**config.mk**
```make
export PLATFORM = sky130hd
export DESIGN_NAME = sys_update_ctrl
export DESIGN_NICKNAME = d
export VERILOG_FILES = /design/src/rtl/sys_update_pkg.sv /design/src/rtl/sys_update_ctrl.sv
export SDC_FILE = /design/constraint.sdc
export NUM_CORES = 1
export LEC_CHECK = 0
export ABC_AREA = 1
export CAP_MARGIN = 40
export CORE_MARGIN = 2
export CORE_UTILIZATION = 41
export DETAILED_ROUTE_END_ITERATION = 10
export GPL_ROUTABILITY_DRIVEN = 0
export PLACE_DENSITY = 0.77
export SKIP_CTS_REPAIR_TIMING = 1
export SYNTH_ARGS = -nofsm -noshare
export SYNTH_HDL_FRONTEND = slang
export SYNTH_SLANG_ARGS = --single-unit
```
**constraint.sdc**
```tcl
create_clock -name clock -period 1.6 [get_ports clock]
set_input_delay 0.32 -clock clock [delete_from_list [all_inputs] [get_ports clock]]
set_output_delay 0.32 -clock clock [all_outputs]
set_load 0.02 [all_outputs]
```
**src/rtl/sys_update_pkg.sv**
```systemverilog
// Shared definitions for the remote-system-update command sequencer:
// host op codes, sequencer states, core parameter/source codes.
package sys_update_pkg;

  typedef enum logic [1:0] {
    OP_READ     = 2'd0,
    OP_WRITE    = 2'd1,
    OP_RECONFIG = 2'd2,
    OP_WDT_KICK = 2'd3
  } op_e;

  typedef enum logic [2:0] {
    ST_IDLE   = 3'd0,
    ST_STROBE = 3'd1,
    ST_WAIT   = 3'd2,
    ST_RECFG  = 3'd3,
    ST_KICK   = 3'd4,
    ST_RESP   = 3'd5
  } state_e;

  localparam logic [2:0] PARAM_STATUS      = 3'b000;
  localparam logic [2:0] PARAM_WDT_VALUE   = 3'b010;
  localparam logic [2:0] PARAM_WDT_EN      = 3'b011;
  localparam logic [2:0] PARAM_PAGE_SEL    = 3'b100;
  localparam logic [2:0] PARAM_CONFIG_MODE = 3'b101;

  localparam logic [1:0] SRC_CURRENT = 2'b00;
  localparam logic [1:0] SRC_PREV1   = 2'b01;
  localparam logic [1:0] SRC_PREV2   = 2'b10;
  localparam logic [1:0] SRC_INPUT   = 2'b11;

  // Down-counter load value for a phase lasting n cycles (counts n-1 .. 0).
  function automatic logic [15:0] cnt_load(input int unsigned n);
    return 16'(n - 1);
  endfunction

endpackage

```
**src/rtl/sys_update_ctrl.sv**
```systemverilog
// Sequencer turning single host commands into core strobes/pulses, waiting
// out the core's busy handshake and returning exactly one response per command.
module sys_update_ctrl
  import sys_update_pkg::*;
#(
  parameter int unsigned BUSY_GUARD    = 2,
  parameter int unsigned TIMEOUT_CYC   = 4096,
  parameter int unsigned RECONFIG_HOLD = 16,
  parameter int unsigned WDT_PULSE     = 4
) (
  input  logic        clock,
  input  logic        reset,
  input  logic        cmd_valid,
  output logic        cmd_ready,
  input  logic [1:0]  cmd_op,
  input  logic [2:0]  cmd_param,
  input  logic [1:0]  cmd_source,
  input  logic [31:0] cmd_wdata,
  output logic        rsp_valid,
  output logic [31:0] rsp_rdata,
  output logic        rsp_err,
  output logic        ru_reset,
  output logic        ru_read_param,
  output logic        ru_write_param,
  output logic [2:0]  ru_param,
  output logic [1:0]  ru_read_source,
  output logic [31:0] ru_data_in,
  output logic        ru_reconfig,
  output logic        ru_reset_timer,
  input  logic        ru_busy,
  input  logic [31:0] ru_data_out
);

  // WAIT loads cnt with the full timeout; cycles with cnt above this are guard cycles.
  localparam logic [15:0] GUARD_LIM = 16'(TIMEOUT_CYC - 1 - BUSY_GUARD);

  state_e      r_state;
  state_e      w_state_nxt;
  logic [15:0] r_cnt;
  logic [15:0] w_cnt_nxt;
  op_e         r_op;
  op_e         w_op_nxt;
  logic        w_accept;
  logic [31:0] w_rsp_rdata_nxt;
  logic        w_rsp_err_nxt;

  logic        r_cmd_ready;
  logic        r_rsp_valid;
  logic [31:0] r_rsp_rdata;
  logic        r_rsp_err;
  logic        r_rd_strobe;
  logic        r_wr_strobe;
  logic        r_reconfig;
  logic        r_kick;
  logic [2:0]  r_param;
  logic [1:0]  r_source;
  logic [31:0] r_wdata;

  // Next-state, counter and response-capture logic.
  always_comb begin
    w_state_nxt     = r_state;
    w_cnt_nxt       = r_cnt;
    w_op_nxt        = r_op;
    w_accept        = 1'b0;
    w_rsp_rdata_nxt = r_rsp_rdata;
    w_rsp_err_nxt   = r_rsp_err;
    case (r_state)
      ST_IDLE: begin
        if (cmd_valid && r_cmd_ready) begin
          w_accept = 1'b1;
          w_op_nxt = op_e'(cmd_op);
          case (cmd_op)
            OP_READ, OP_WRITE: w_state_nxt = ST_STROBE;
            OP_RECONFIG: begin
              w_state_nxt = ST_RECFG;
              w_cnt_nxt   = cnt_load(RECONFIG_HOLD);
            end
            OP_WDT_KICK: begin
              w_state_nxt = ST_KICK;
              w_cnt_nxt   = cnt_load(WDT_PULSE);
            end
            default: w_state_nxt = ST_IDLE;
          endcase
        end else begin
          w_state_nxt = ST_IDLE;
        end
      end
      ST_STROBE: begin
        w_state_nxt = ST_WAIT;
        w_cnt_nxt   = cnt_load(TIMEOUT_CYC);
      end
      ST_WAIT: begin
        if (r_cnt > GUARD_LIM) begin
          w_cnt_nxt = r_cnt - 16'd1;
        end else if (!ru_busy) begin
          w_state_nxt     = ST_RESP;
          w_rsp_rdata_nxt = (r_op == OP_READ) ? ru_data_out : 32'd0;
          w_rsp_err_nxt   = 1'b0;
        end else if (r_cnt == 16'd0) begin
          w_state_nxt     = ST_RESP;
          w_rsp_rdata_nxt = 32'd0;
          w_rsp_err_nxt   = 1'b1;
        end else begin
          w_cnt_nxt = r_cnt - 16'd1;
        end
      end
      ST_RECFG, ST_KICK: begin
        if (r_cnt == 16'd0) begin
          w_state_nxt     = ST_RESP;
          w_rsp_rdata_nxt = 32'd0;
          w_rsp_err_nxt   = 1'b0;
        end else begin
          w_cnt_nxt = r_cnt - 16'd1;
        end
      end
      ST_RESP: w_state_nxt = ST_IDLE;
      default: begin
        w_state_nxt = ST_IDLE;
        w_cnt_nxt   = 16'd0;
      end
    endcase
  end

  // State, counter and registered outputs; every output is a function of the next state.
  always_ff @(posedge clock) begin
    if (reset) begin
      r_state     <= ST_IDLE;
      r_cnt       <= 16'd0;
      r_op        <= OP_READ;
      r_cmd_ready <= 1'b1;
      r_rsp_valid <= 1'b0;
      r_rsp_rdata <= 32'd0;
      r_rsp_err   <= 1'b0;
      r_rd_strobe <= 1'b0;
      r_wr_strobe <= 1'b0;
      r_reconfig  <= 1'b0;
      r_kick      <= 1'b0;
      r_param     <= 3'd0;
      r_source    <= 2'd0;
      r_wdata     <= 32'd0;
    end else begin
      r_state     <= w_state_nxt;
      r_cnt       <= w_cnt_nxt;
      r_op        <= w_op_nxt;
      r_cmd_ready <= (w_state_nxt == ST_IDLE);
      r_rsp_valid <= (w_state_nxt == ST_RESP);
      r_rsp_rdata <= w_rsp_rdata_nxt;
      r_rsp_err   <= w_rsp_err_nxt;
      r_rd_strobe <= (w_state_nxt == ST_STROBE) && (w_op_nxt == OP_READ);
      r_wr_strobe <= (w_state_nxt == ST_STROBE) && (w_op_nxt == OP_WRITE);
      r_reconfig  <= (w_state_nxt == ST_RECFG);
      r_kick      <= (w_state_nxt == ST_KICK);
      if (w_accept) begin
        r_param  <= cmd_param;
        r_source <= cmd_source;
        r_wdata  <= cmd_wdata;
      end else begin
        r_param  <= r_param;
        r_source <= r_source;
        r_wdata  <= r_wdata;
      end
    end
  end

  assign cmd_ready      = r_cmd_ready;
  assign rsp_valid      = r_rsp_valid;
  assign rsp_rdata      = r_rsp_rdata;
  assign rsp_err        = r_rsp_err;
  assign ru_reset       = reset;
  assign ru_read_param  = r_rd_strobe;
  assign ru_write_param = r_wr_strobe;
  assign ru_param       = r_param;
  assign ru_read_source = r_source;
  assign ru_data_in     = r_wdata;
  assign ru_reconfig    = r_reconfig;
  assign ru_reset_timer = r_kick;

endmodule

```
* Word-level counts from Yosys, hierarchy flattened
Index checks and enable logic that the tools add are counted.
Word-level totals: word-level logic and storage cells 77, output and inout bits 77, register bits after elaboration 97
Operators by class: muxes and demuxes 26, reductions and logical operators 15, bitwise gates (word level) 1, add/subtract/negate cells 1, equality and inequality tests 19, magnitude comparators 1
Operators by type and width (count):
- $mux 32 | 4
- $pmux 16 s5 | 1
- $mux 16 | 4
- $pmux 32 s2 | 1
- $pmux 16 s2 | 1
- $gt 16x12->1 const B | 1
- $logic_not 16->1 | 1
- $sub 16x1->16 const B | 1
- $eq 3x3->1 const B | 4
- $mux 3 | 4
- $pmux 3 s4 | 1
- $eq 3x2->1 const B | 3
- $pmux 3 s3 | 1
- $reduce_and 4->1 | 2
- $eq 3x1->1 const B | 2
- $logic_not 2->1 | 3
- $logic_not 3->1 | 2
- $mux 1 | 6
- $ne 2x2->1 const B | 3
- $ne 3x3->1 const B | 2
- $eq 2x1->1 const B | 2
- $eq 2x2->1 const B | 2
- $mux 2 | 2
- $reduce_or 2->1 | 2
- other kinds (6) | 8

* Logic depth before layout (Yosys ltp)
Gate-level depths: netlist of the first run.
word-level depth 7, mapped depth 12, depth with buffers taken out 11

* Worst setup path after synthesis of the first run
No wires, ideal clock.
kind register -> register, from register r_cnt[0], to register r_cnt[10], required time 1530 ps, setup time 70 ps, buffers on the path 1, cell stages (with the launch flop) 11, arrival 1581 ps, period minus slack after synthesis 1652 ps, path slack -52 ps, cell sequence dfxtp_1 > inv_1 > ha_1 > nor3_1 > nand3_1 > nand4_1 > nand3_4 > inv_2 > buf_6 > nand2_1 > a21oi_1
On the way: longest elaborated chain between the ends 5
Ends and longest elaborated chain:
- start: declaration | RTL line sys_update_ctrl.sv:39 | logic [15:0] r_cnt;
- start signal: assignment | RTL line sys_update_ctrl.sv:143 | r_cnt <= w_cnt_nxt;
- $sub 16x1->16 or $logic_not 16->1 (tied branches)
- $mux 16 | RTL line sys_update_ctrl.sv:99, sys_update_ctrl.sv:108
- $mux 16 | RTL line sys_update_ctrl.sv:95 | end else if (!ru_busy) begin
- $mux 16 | RTL line sys_update_ctrl.sv:93 | if (r_cnt > GUARD_LIM) begin
- $pmux 16 s5 | RTL line sys_update_ctrl.sv:67 | case (r_state)
Several ways; a longest one is shown, not always the timed one. The select of a mux whose other input is x is not followed. A chain may end at the register's enable or synchronous reset.

* Worst setup path after layout of the first run
from register r_cnt[0], to register r_rsp_rdata[1], in the netlist rsp_rdata[1]
On the way: longest elaborated chain between the ends 5
Ends and longest elaborated chain:
- parallel branches: the longest is 5 deep, another holds $gt 16x12->1
- end signal: assignment | RTL line sys_update_ctrl.sv:147 | r_rsp_rdata <= w_rsp_rdata_nxt;
- end: declaration | RTL line sys_update_ctrl.sv:49 | logic [31:0] r_rsp_rdata;
Several ways; the timed one is not identified. The select of a mux whose other input is x is not followed.

==> metrics.cfg, run 1 <==
[pwr]
power_leakage_uw=0.004048
vdd_ir_drop_max_mv=1.342
cellPowerDensity_nw_per_um2=2261

[sta]
post_layout_min_period_ns=1.850
post_layout_worst_setup_margin_ns=-0.2497
hold_viol=0
slew_limit_fails=0
max_freq_mhz=540.6
final_min_period_over_clock_period=1.156
max_slew.worst_pin.slew_ns=0.6990
report.final.setup_viol=54
worst_slew_margin_rel=0.5340
grt_setup_unrepaired=yes
clock-skew-final_ns=0.01698

[critical_path]
critical-path-top-delay-family=buffers and inverters
worstSetupEndpointType=flip-flop
path_max_fanout=6
cp.required_ns=1.89
cp.buffers_inverters=4
crit_arrival_ns=2.14
setup.worst_path.class=reg -> reg
path_cells=inv_4 -> ha_4 -> nor3_2 -> nand3_1 -> nand4_1 -> buf_4 -> inv_8 -> clkbuf_16 -> nand3_2 -> a21oi_1
critical_path.slowest_cell=sky130_fd_sc_hd__dfxtp_4
setup.worst_path.start_class=flip-flop
critical-path-max-stage-delay_ns=0.38

[detailed_routing]
routed_via_density=5.355
drc=0
vias=5044
detail_route.wl_per_cell_um=16.75
dr.pass1.iters=7
antenna_violating_nets_post_route=0
detailedRoute.firstIterationViolations=397
finalWirelength_um=15770

[synth]
synth-seq-cells=97
ys_async_sr_fraction=0
yosys_warnings=0
synth_cell_types=39
yosys_most_used_dff=sky130_fd_sc_hd__dfxtp_1
synthesis.instances=608
ys_seq_area_frac=0.4452
syn_area_per_cell_um2=7.174
synthesis.nets=685
synth_enable_flop_cells=0
syn_area_um2=4362

[clock_network]
ctsHtreeMaxLevel=3
clkTransAtPathRegs_ns=0.11
cts_tree=yes
clock_sink_count=97
ctsRootBufferMaster=sky130_fd_sc_hd__clkbuf_8
clk_path_buf_depth=2
cts-buffers-inserted=9
clock_latency_on_the_worst_skew_pair_ns=0.38

[global_routing]
grt_start_max_net_pins=52
grt_overflow_total=0
grt_pass1_wl_um=20770
first_global_vias=4551
grtUsageTotal=0.2228
antenna_violations_before_repair=0

[placed_design]
hpwl_um=9102
dpl-instance-area_um2=6221
port_buffers=151
cells_after_dpl=907

[floorplan]
placementRows=37
io_pins=152
core_um2=10320
floorplan.die_area_um2=11480
die_width_um=107.1
floorplan.initialDensity=0.4225
floorplan.die.height_um=107.1

[final_layout]
area_growth_from_synthesis_to_final_layout_pct=67.90
finalNetCount=878
final_cell_area_um2=7323
antennaDiodeCount=0
post_route_cells_drive_above_1_share=0.2643
final-instance-count-excl-fill=942

[worst_hold_path]
min-delay-path-class=in -> reg

[outcome]
failed_checks=setup timing
result_of_the_run=finished with violations

[run]
drv_cap=0

## cells in the mapped netlist, drive strengths merged, types with 3 or more instances
cell type / number / area share
clkbuf: 13 / 0.011
inv: 33 / 0.028
nand2: 124 / 0.11
and2: 3 / 0.0049
buf: 20 / 0.031
nand3: 61 / 0.078
nor3: 5 / 0.0057
dfxtp: 97 / 0.45
a21oi: 51 / 0.059
nand4: 12 / 0.017
o21ai: 41 / 0.047
nor2: 127 / 0.12
o211ai: 4 / 0.0069
## worst min-delay path, delay by kind of cell
kind / cells / cell delay (ns)
buf+inv: 2 / 0.26
simple gates: 1 / 0.04
compound gates: 1 / 0.07
## per-layer routing
metal	vias to the layer above	wire length, um	GRT usage
met5	-	0	0
met4	0	473	0.07699
met3	51	1566	0.08571
met2	272	7632	0.3721
met1	2335	6101	0.2605
li1	2386	-	-
## through the flow
step	total power (uW)	worst slack (ns)	setup TNS (ns)	hold WS [ns]	utilization
floorplan	9325	0.003455	0	0.4549	-
global placement	12220	-0.1419	-10.68	0.4470	0.6026
detailed placement	12420	-0.2305	-16.43	0.4544	0.6026
CTS	14090	-0.2548	-15.64	0.3168	0.6214
global route	17570	-0.3213	-11.49	0.3492	0.7094
finish	16560	-0.2497	-6.652	0.3524	0.7094
## cell families (layout without fill, tap and decap cells)
group | Yosys count | after routing | share of synthesized area
simple gates | 336 | 340 | 0.3445
compound gates | 104 | 104 | 0.1277
flops | 97 | 97 | 0.4452
buf+inv | 66 | 260 | 0.07085
xor+xnor | 3 | 3 | 0.006025
fa+ha+maj | 2 | 2 | 0.005736
## state kept, by name (all words and copies together), names as in the netlist
name and cells:
ru_reconfig 1, rsp_rdata 32, ru_reset_timer 1, ru_write_param 1
r_op 2, ru_read_param 1, r_state 3, ru_read_source 2
cmd_ready 1, r_cnt 16, rsp_valid 1, rsp_err 1
ru_data_in 32, ru_param 3
## path summary, 6_finish.rpt
path / from / endpoint / slack (ns) / depth (start not counted)
max: r_cnt[0] / rsp_rdata[1] / -0.25 / 10
min: reset / r_cnt[13] / 0.35 / 4
max reg2reg: r_cnt[0] / rsp_rdata[1] / -0.25 / 10
min reg2reg: rsp_rdata[24] / rsp_rdata[24] / 0.47 / 2
## power by group
part	internal [uW]	switching [uW]	total [uW]
registers	3230	567	3790
clock network	730	909	1640
logic	4410	6710	11100
total	8370	8180	16600
## cell type report
| class | instances | area (um^2) |
|---|---|---|
| fill | 719 | 3000 |
| clock buffer | 10 | 127.6 |
| tap | 136 | 170.2 |
| sequential | 97 | 1957 |
| inverter | 33 | 141.4 |
| multi-input combinational | 449 | 2605 |
| timing repair inverter | 1 | 6.256 |
| clock inverter | 6 | 66.31 |
| timing repair buffer | 210 | 2250 |
## cell usage in the layout (no fill, tap or decap), types with 3 or more instances in the layout
cell and instances:
sky130_fd_sc_hd__nor2_1 104, sky130_fd_sc_hd__dfxtp_1 89, sky130_fd_sc_hd__nand2_1 79, sky130_fd_sc_hd__dlymetal6s2s_1 76
sky130_fd_sc_hd__clkdlybuf4s50_1 74, sky130_fd_sc_hd__buf_4 44, sky130_fd_sc_hd__nand3_1 41, sky130_fd_sc_hd__nand2_2 40
sky130_fd_sc_hd__o21ai_0 38, sky130_fd_sc_hd__a21oi_1 28, sky130_fd_sc_hd__inv_1 27, sky130_fd_sc_hd__a21oi_2 22
sky130_fd_sc_hd__nand3_2 15, sky130_fd_sc_hd__nor2_2 12, sky130_fd_sc_hd__nand4_1 12, sky130_fd_sc_hd__nor2_4 11
sky130_fd_sc_hd__buf_6 10, sky130_fd_sc_hd__nand3_4 9, sky130_fd_sc_hd__clkbuf_8 9, sky130_fd_sc_hd__dfxtp_2 6
sky130_fd_sc_hd__nor3_1 4, sky130_fd_sc_hd__o211ai_1 4, sky130_fd_sc_hd__inv_2 3, sky130_fd_sc_hd__inv_8 3
sky130_fd_sc_hd__nand2_4 3, sky130_fd_sc_hd__buf_12 3
(Power assumes the default switching activity.)
==> run 2: changes to the inputs <==
PLACE_DENSITY = 0.78   (was 0.77)
==> metrics.cfg, run 2 (synthesis results as in run 1) <==
[outcome]
result_of_the_run=finished with violations
failed_checks=setup timing

[critical_path]
timing.reg2reg.worst_path_depth=9
setup.worst_path.start_class=flip-flop
cp.required_ns=1.91
path_max_fanout=8
crit_arrival_ns=2.09
r2r_slack_ns=-0.18
worstSetupEndpointType=flip-flop
worstReg2RegEnd=rsp_rdata[6]
setup.worst_path.class=reg -> reg
rr_startpoint=r_cnt[12]

[global_routing]
grt_overflow_total=0
antenna_violations_before_repair=0
grt_pass1_wl_um=21390
grt_start_max_net_pins=52
first_global_vias=4666
grtUsageTotal=0.2302

[pwr]
power_leakage_uw=0.004083
cellPowerDensity_nw_per_um2=2252
vdd_ir_drop_max_mv=1.202
totalPowerFinal_uw=16550

[final_layout]
area_growth_from_synthesis_to_final_layout_pct=68.56
final-instance-count-excl-fill=937
final_cell_area_um2=7352
post_route_cells_drive_above_1_share=0.2534
final_cell_mix=sky130_fd_sc_hd__nor2_1 (105), sky130_fd_sc_hd__nand2_1 (99), sky130_fd_sc_hd__dfxtp_1 (85)
antennaDiodeCount=0
finalNetCount=873
layout.cells.most_common=sky130_fd_sc_hd__nor2_1

[floorplan]
floorplan.initialDensity=0.4225
placementRows=37
core_um2=10320
die_width_um=107.1
io_pins=152
floorplan.die_area_um2=11480
floorplan.die.height_um=107.1

[placed_design]
port_buffers=151
hpwl_um=9249
cells_after_dpl=907
dpl-instance-area_um2=6233
dpl_worst_slack_ns=-0.2158

[clock_network]
clock_latency_on_the_worst_skew_pair_ns=0.38
cts_tree=yes
clock_sink_count=97
ctsRootBufferMaster=sky130_fd_sc_hd__clkbuf_8
clk_path_buf_depth=2
cts-buffers-inserted=9
clkTransAtPathRegs_ns=0.11
ctsHtreeMaxLevel=3

[detailed_routing]
vias=5108
detailedRoute.firstIterationViolations=527
detail_route.wl_per_cell_um=17.03
antenna_violating_nets_post_route=0
drc=0
dr.pass1.iters=5
finalWirelength_um=15950
routed_via_density=5.451

[worst_hold_path]
hold_end=cmd_ready
min-delay-path-class=in -> reg
hold_depth=4
timing.hold.worst.start=reset

[run]
drv_cap=0

[sta]
final_min_period_over_clock_period=1.112
hold_viol=0
grt_setup_unrepaired=yes
max_slew.worst_pin.slew_ns=0.6490
post_layout_min_period_ns=1.780
clock-skew-final_ns=0.01614
max_freq_mhz=561.8
post_layout_worst_setup_margin_ns=-0.1800
worst_slew_margin_rel=0.5673
slew_limit_fails=0
report.final.setup_viol=55

## run 2: layout make-up
| cell class | count | area (um^2) |
|---|---|---|
| Inverter | 33 | 141.4 |
| Fill cell | 696 | 2972 |
| Sequential cell | 97 | 1962 |
| Timing Repair inverter | 1 | 6.256 |
| Clock inverter | 7 | 110.1 |
| Multi-Input combinational cell | 445 | 2567 |
| Timing Repair Buffer | 209 | 2271 |
| Tap cell | 136 | 170.2 |
| Clock buffer | 9 | 123.9 |
## run 2: metrics by stage
| step | TNS (ns) | utilization | hold WS, ns |
|---|---|---|---|
| detailed placement | -10.68 | 0.6038 | 0.4503 |
| global placement | -5.427 | 0.6038 | 0.4471 |
| global route | -9.713 | 0.7122 | 0.4125 |
| floorplan | 0 | - | 0.4549 |
| CTS | -12.86 | 0.6265 | 0.3931 |
| finish | -5.741 | 0.7122 | 0.4112 |
## run 2: how the worst max path moves through the flow
stage	startpoint	to	slack [ns]	depth (start not counted)
2_1_floorplan	r_cnt[0]	rsp_err	0.003	10
3_3_place_gp	cmd_valid	rsp_valid	-0.11	8
3_5_place_dp	r_cnt[0]	r_cnt[4]	-0.22	9
4_1_cts	r_cnt[0]	r_cnt[4]	-0.24	9
5_1_grt	r_cnt[12]	rsp_rdata[13]	-0.28	9
6_report	r_cnt[12]	rsp_rdata[6]	-0.18	9
## run 2: power breakdown
| part | switching [uW] | internal [uW] |
|---|---|---|
| Sequential | 600 | 3240 |
| Combinational | 6490 | 4340 |
| Clock | 971 | 911 |
## run 2: critical path, stage by stage (launching register included)
cell and delay (ns):
sky130_fd_sc_hd__dfxtp_1 0.37, sky130_fd_sc_hd__nor2_2 0.15, sky130_fd_sc_hd__nand2_2 0.12, sky130_fd_sc_hd__inv_1 0.13
sky130_fd_sc_hd__nand4_1 0.19, sky130_fd_sc_hd__buf_4 0.21, sky130_fd_sc_hd__inv_6 0.09, sky130_fd_sc_hd__buf_12 0.14
sky130_fd_sc_hd__nand3_1 0.12, sky130_fd_sc_hd__a21oi_2 0.19
## run 2: metal layers
layer | GRT usage | share of wire
met3 | 0.08328 | 0.086
met5 | 0 | 0
met2 | 0.3924 | 0.50
met4 | 0.07143 | 0.029
met1 | 0.2689 | 0.38
==> run 3: changes to the inputs <==
PLACE_DENSITY = 0.84   (was 0.78)
==> metrics.cfg, run 3 (synthesis results as in run 1) <==
[outcome]
result_of_the_run=finished with violations
failed_checks=setup timing

[detailed_routing]
drc=0
antenna_violating_nets_post_route=0
routed_via_density=5.291
detailedRoute.firstIterationViolations=408
finalWirelength_um=13990
vias=4926
dr.pass1.iters=5
detail_route.wl_per_cell_um=15.02

[sta]
worst_hold_slack_ns=0.3775
clock-skew-final_ns=0.02004
post_layout_min_period_ns=1.759
hold_viol=0
grt_setup_unrepaired=yes
max_slew.worst_pin.slew_ns=0.6092
slew_limit_fails=0
post_layout_worst_setup_margin_ns=-0.1592
final_min_period_over_clock_period=1.100
report.final.setup_viol=54
worst_slew_margin_rel=0.5939
max_freq_mhz=568.4
final.setup.tns_ns=-4.291

[pwr]
power_frac_comb=0.654
vdd_ir_drop_max_mv=1.346
internal-power_uw=7868
totalPowerFinal_uw=15310
net-switching-power_uw=7441
sequentialPowerShare=0.243
cellPowerDensity_nw_per_um2=2214
share_clk_of_total_power=0.103
power_leakage_uw=0.003979
p_sw_frac=0.4861

[clock_network]
clock_sink_count=97
clock_latency_on_the_worst_skew_pair_ns=0.38
ctsRootBufferMaster=sky130_fd_sc_hd__clkbuf_8
cts_tree=yes
clk_path_buf_depth=2
clkTransAtPathRegs_ns=0.11
ctsHtreeMaxLevel=3
cts-buffers-inserted=9

[global_routing]
grt_overflow_total=0
grt_pass1_wl_um=21750
grtUsageTotal=0.2323
first_global_vias=4810
grt_start_max_net_pins=52
antenna_violations_before_repair=0

[final_layout]
area_growth_from_synthesis_to_final_layout_pct=58.52
final_cell_mix=sky130_fd_sc_hd__nand2_1 (109), sky130_fd_sc_hd__nor2_1 (105), sky130_fd_sc_hd__dfxtp_1 (92)
post_route_cells_drive_above_1_share=0.1761
antennaDiodeCount=0
layout.cells.most_common=sky130_fd_sc_hd__nand2_1
finalNetCount=867
final_core_occ=0.6697

[placed_design]
port_buffers=151
dpl_worst_slack_ns=-0.1811
hpwl_um=9392

[critical_path]
setup.worst_path.class=reg -> reg
r2r_slack_ns=-0.16
path_max_fanout=9
setup.worst_path.start=r_cnt[6]
worstSetupEndpointType=flip-flop
worstReg2RegEnd=rsp_rdata[10]
setup.worst_path.start_class=flip-flop
rr_startpoint=r_cnt[6]
crit_arrival_ns=2.07
cp.required_ns=1.91
timing.reg2reg.worst_path_depth=11
cp-endpoint=rsp_rdata[10]

[floorplan]
core_um2=10320
io_pins=152
die_width_um=107.1
floorplan.die.height_um=107.1
floorplan.die_area_um2=11480
floorplan.initialDensity=0.4225
placementRows=37

[run]
drv_cap=0

[worst_hold_path]
min-delay-path-class=in -> reg

[run 3: how the worst min path moves through the flow]
stage / endpoint / startpoint / slack (ns) / depth (start not counted)
after floorplan: ru_data_in[0] / cmd_wdata[0] / 0.45 / 2
after global placement: rsp_rdata[10] / rsp_rdata[10] / 0.45 / 2
after detailed placement: rsp_rdata[13] / rsp_rdata[13] / 0.45 / 2
after CTS: cmd_ready / reset / 0.36 / 4
after global routing: cmd_ready / reset / 0.39 / 4
final: cmd_ready / reset / 0.38 / 4
[run 3: per-stage QoR]
step           cells  area [um^2]
5_1_grt          931         6914
3_5_place_dp     907         6246
4_1_cts          923         6446
3_3_place_gp     907         6246
2_1_floorplan    608         4364
6_report         931         6914
[run 3: cell type report]
class	instances	area [um^2]
fillers	756	3410
multi-input cells	445	2287
repair buffers	204	2175
flip-flops and latches	97	1948
well taps	136	170.2
clock buffers	10	137.6
inverters	33	133.9
clock inverters	6	62.56
[run 3: power by group through the flow]
stage                     clock network, uW  logic [uW]  registers, uW
after floorplan                           0        4920           4400
after global placement                    0        8500           3700
after detailed placement                  0        8820           3730
after CTS                              1640        8880           3700
after global routing                   1720       10800           3810
final                                  1580       10000           3720
[run 3: per-layer routing]
layer,routed length (um),global-route usage,vias up
met5,0,0,-
met3,1402,0.09301,40
li1,-,-,2353
met1,5398,0.2582,2280
met2,6827,0.3987,253
met4,358,0.08534,0
[run 3: critical path, stage by stage, from the launching register on]
cell                        delay (ns)
sky130_fd_sc_hd__dfxtp_1          0.43
sky130_fd_sc_hd__nand2_1          0.08
sky130_fd_sc_hd__nor2_1           0.20
sky130_fd_sc_hd__nand2_1          0.09
sky130_fd_sc_hd__nor2_2           0.17
sky130_fd_sc_hd__nor2_2           0.06
sky130_fd_sc_hd__nand2_1          0.07
sky130_fd_sc_hd__nand2_2          0.07
sky130_fd_sc_hd__nand3_4          0.11
sky130_fd_sc_hd__clkbuf_16        0.18
sky130_fd_sc_hd__nand2_1          0.05
sky130_fd_sc_hd__a21oi_1          0.16
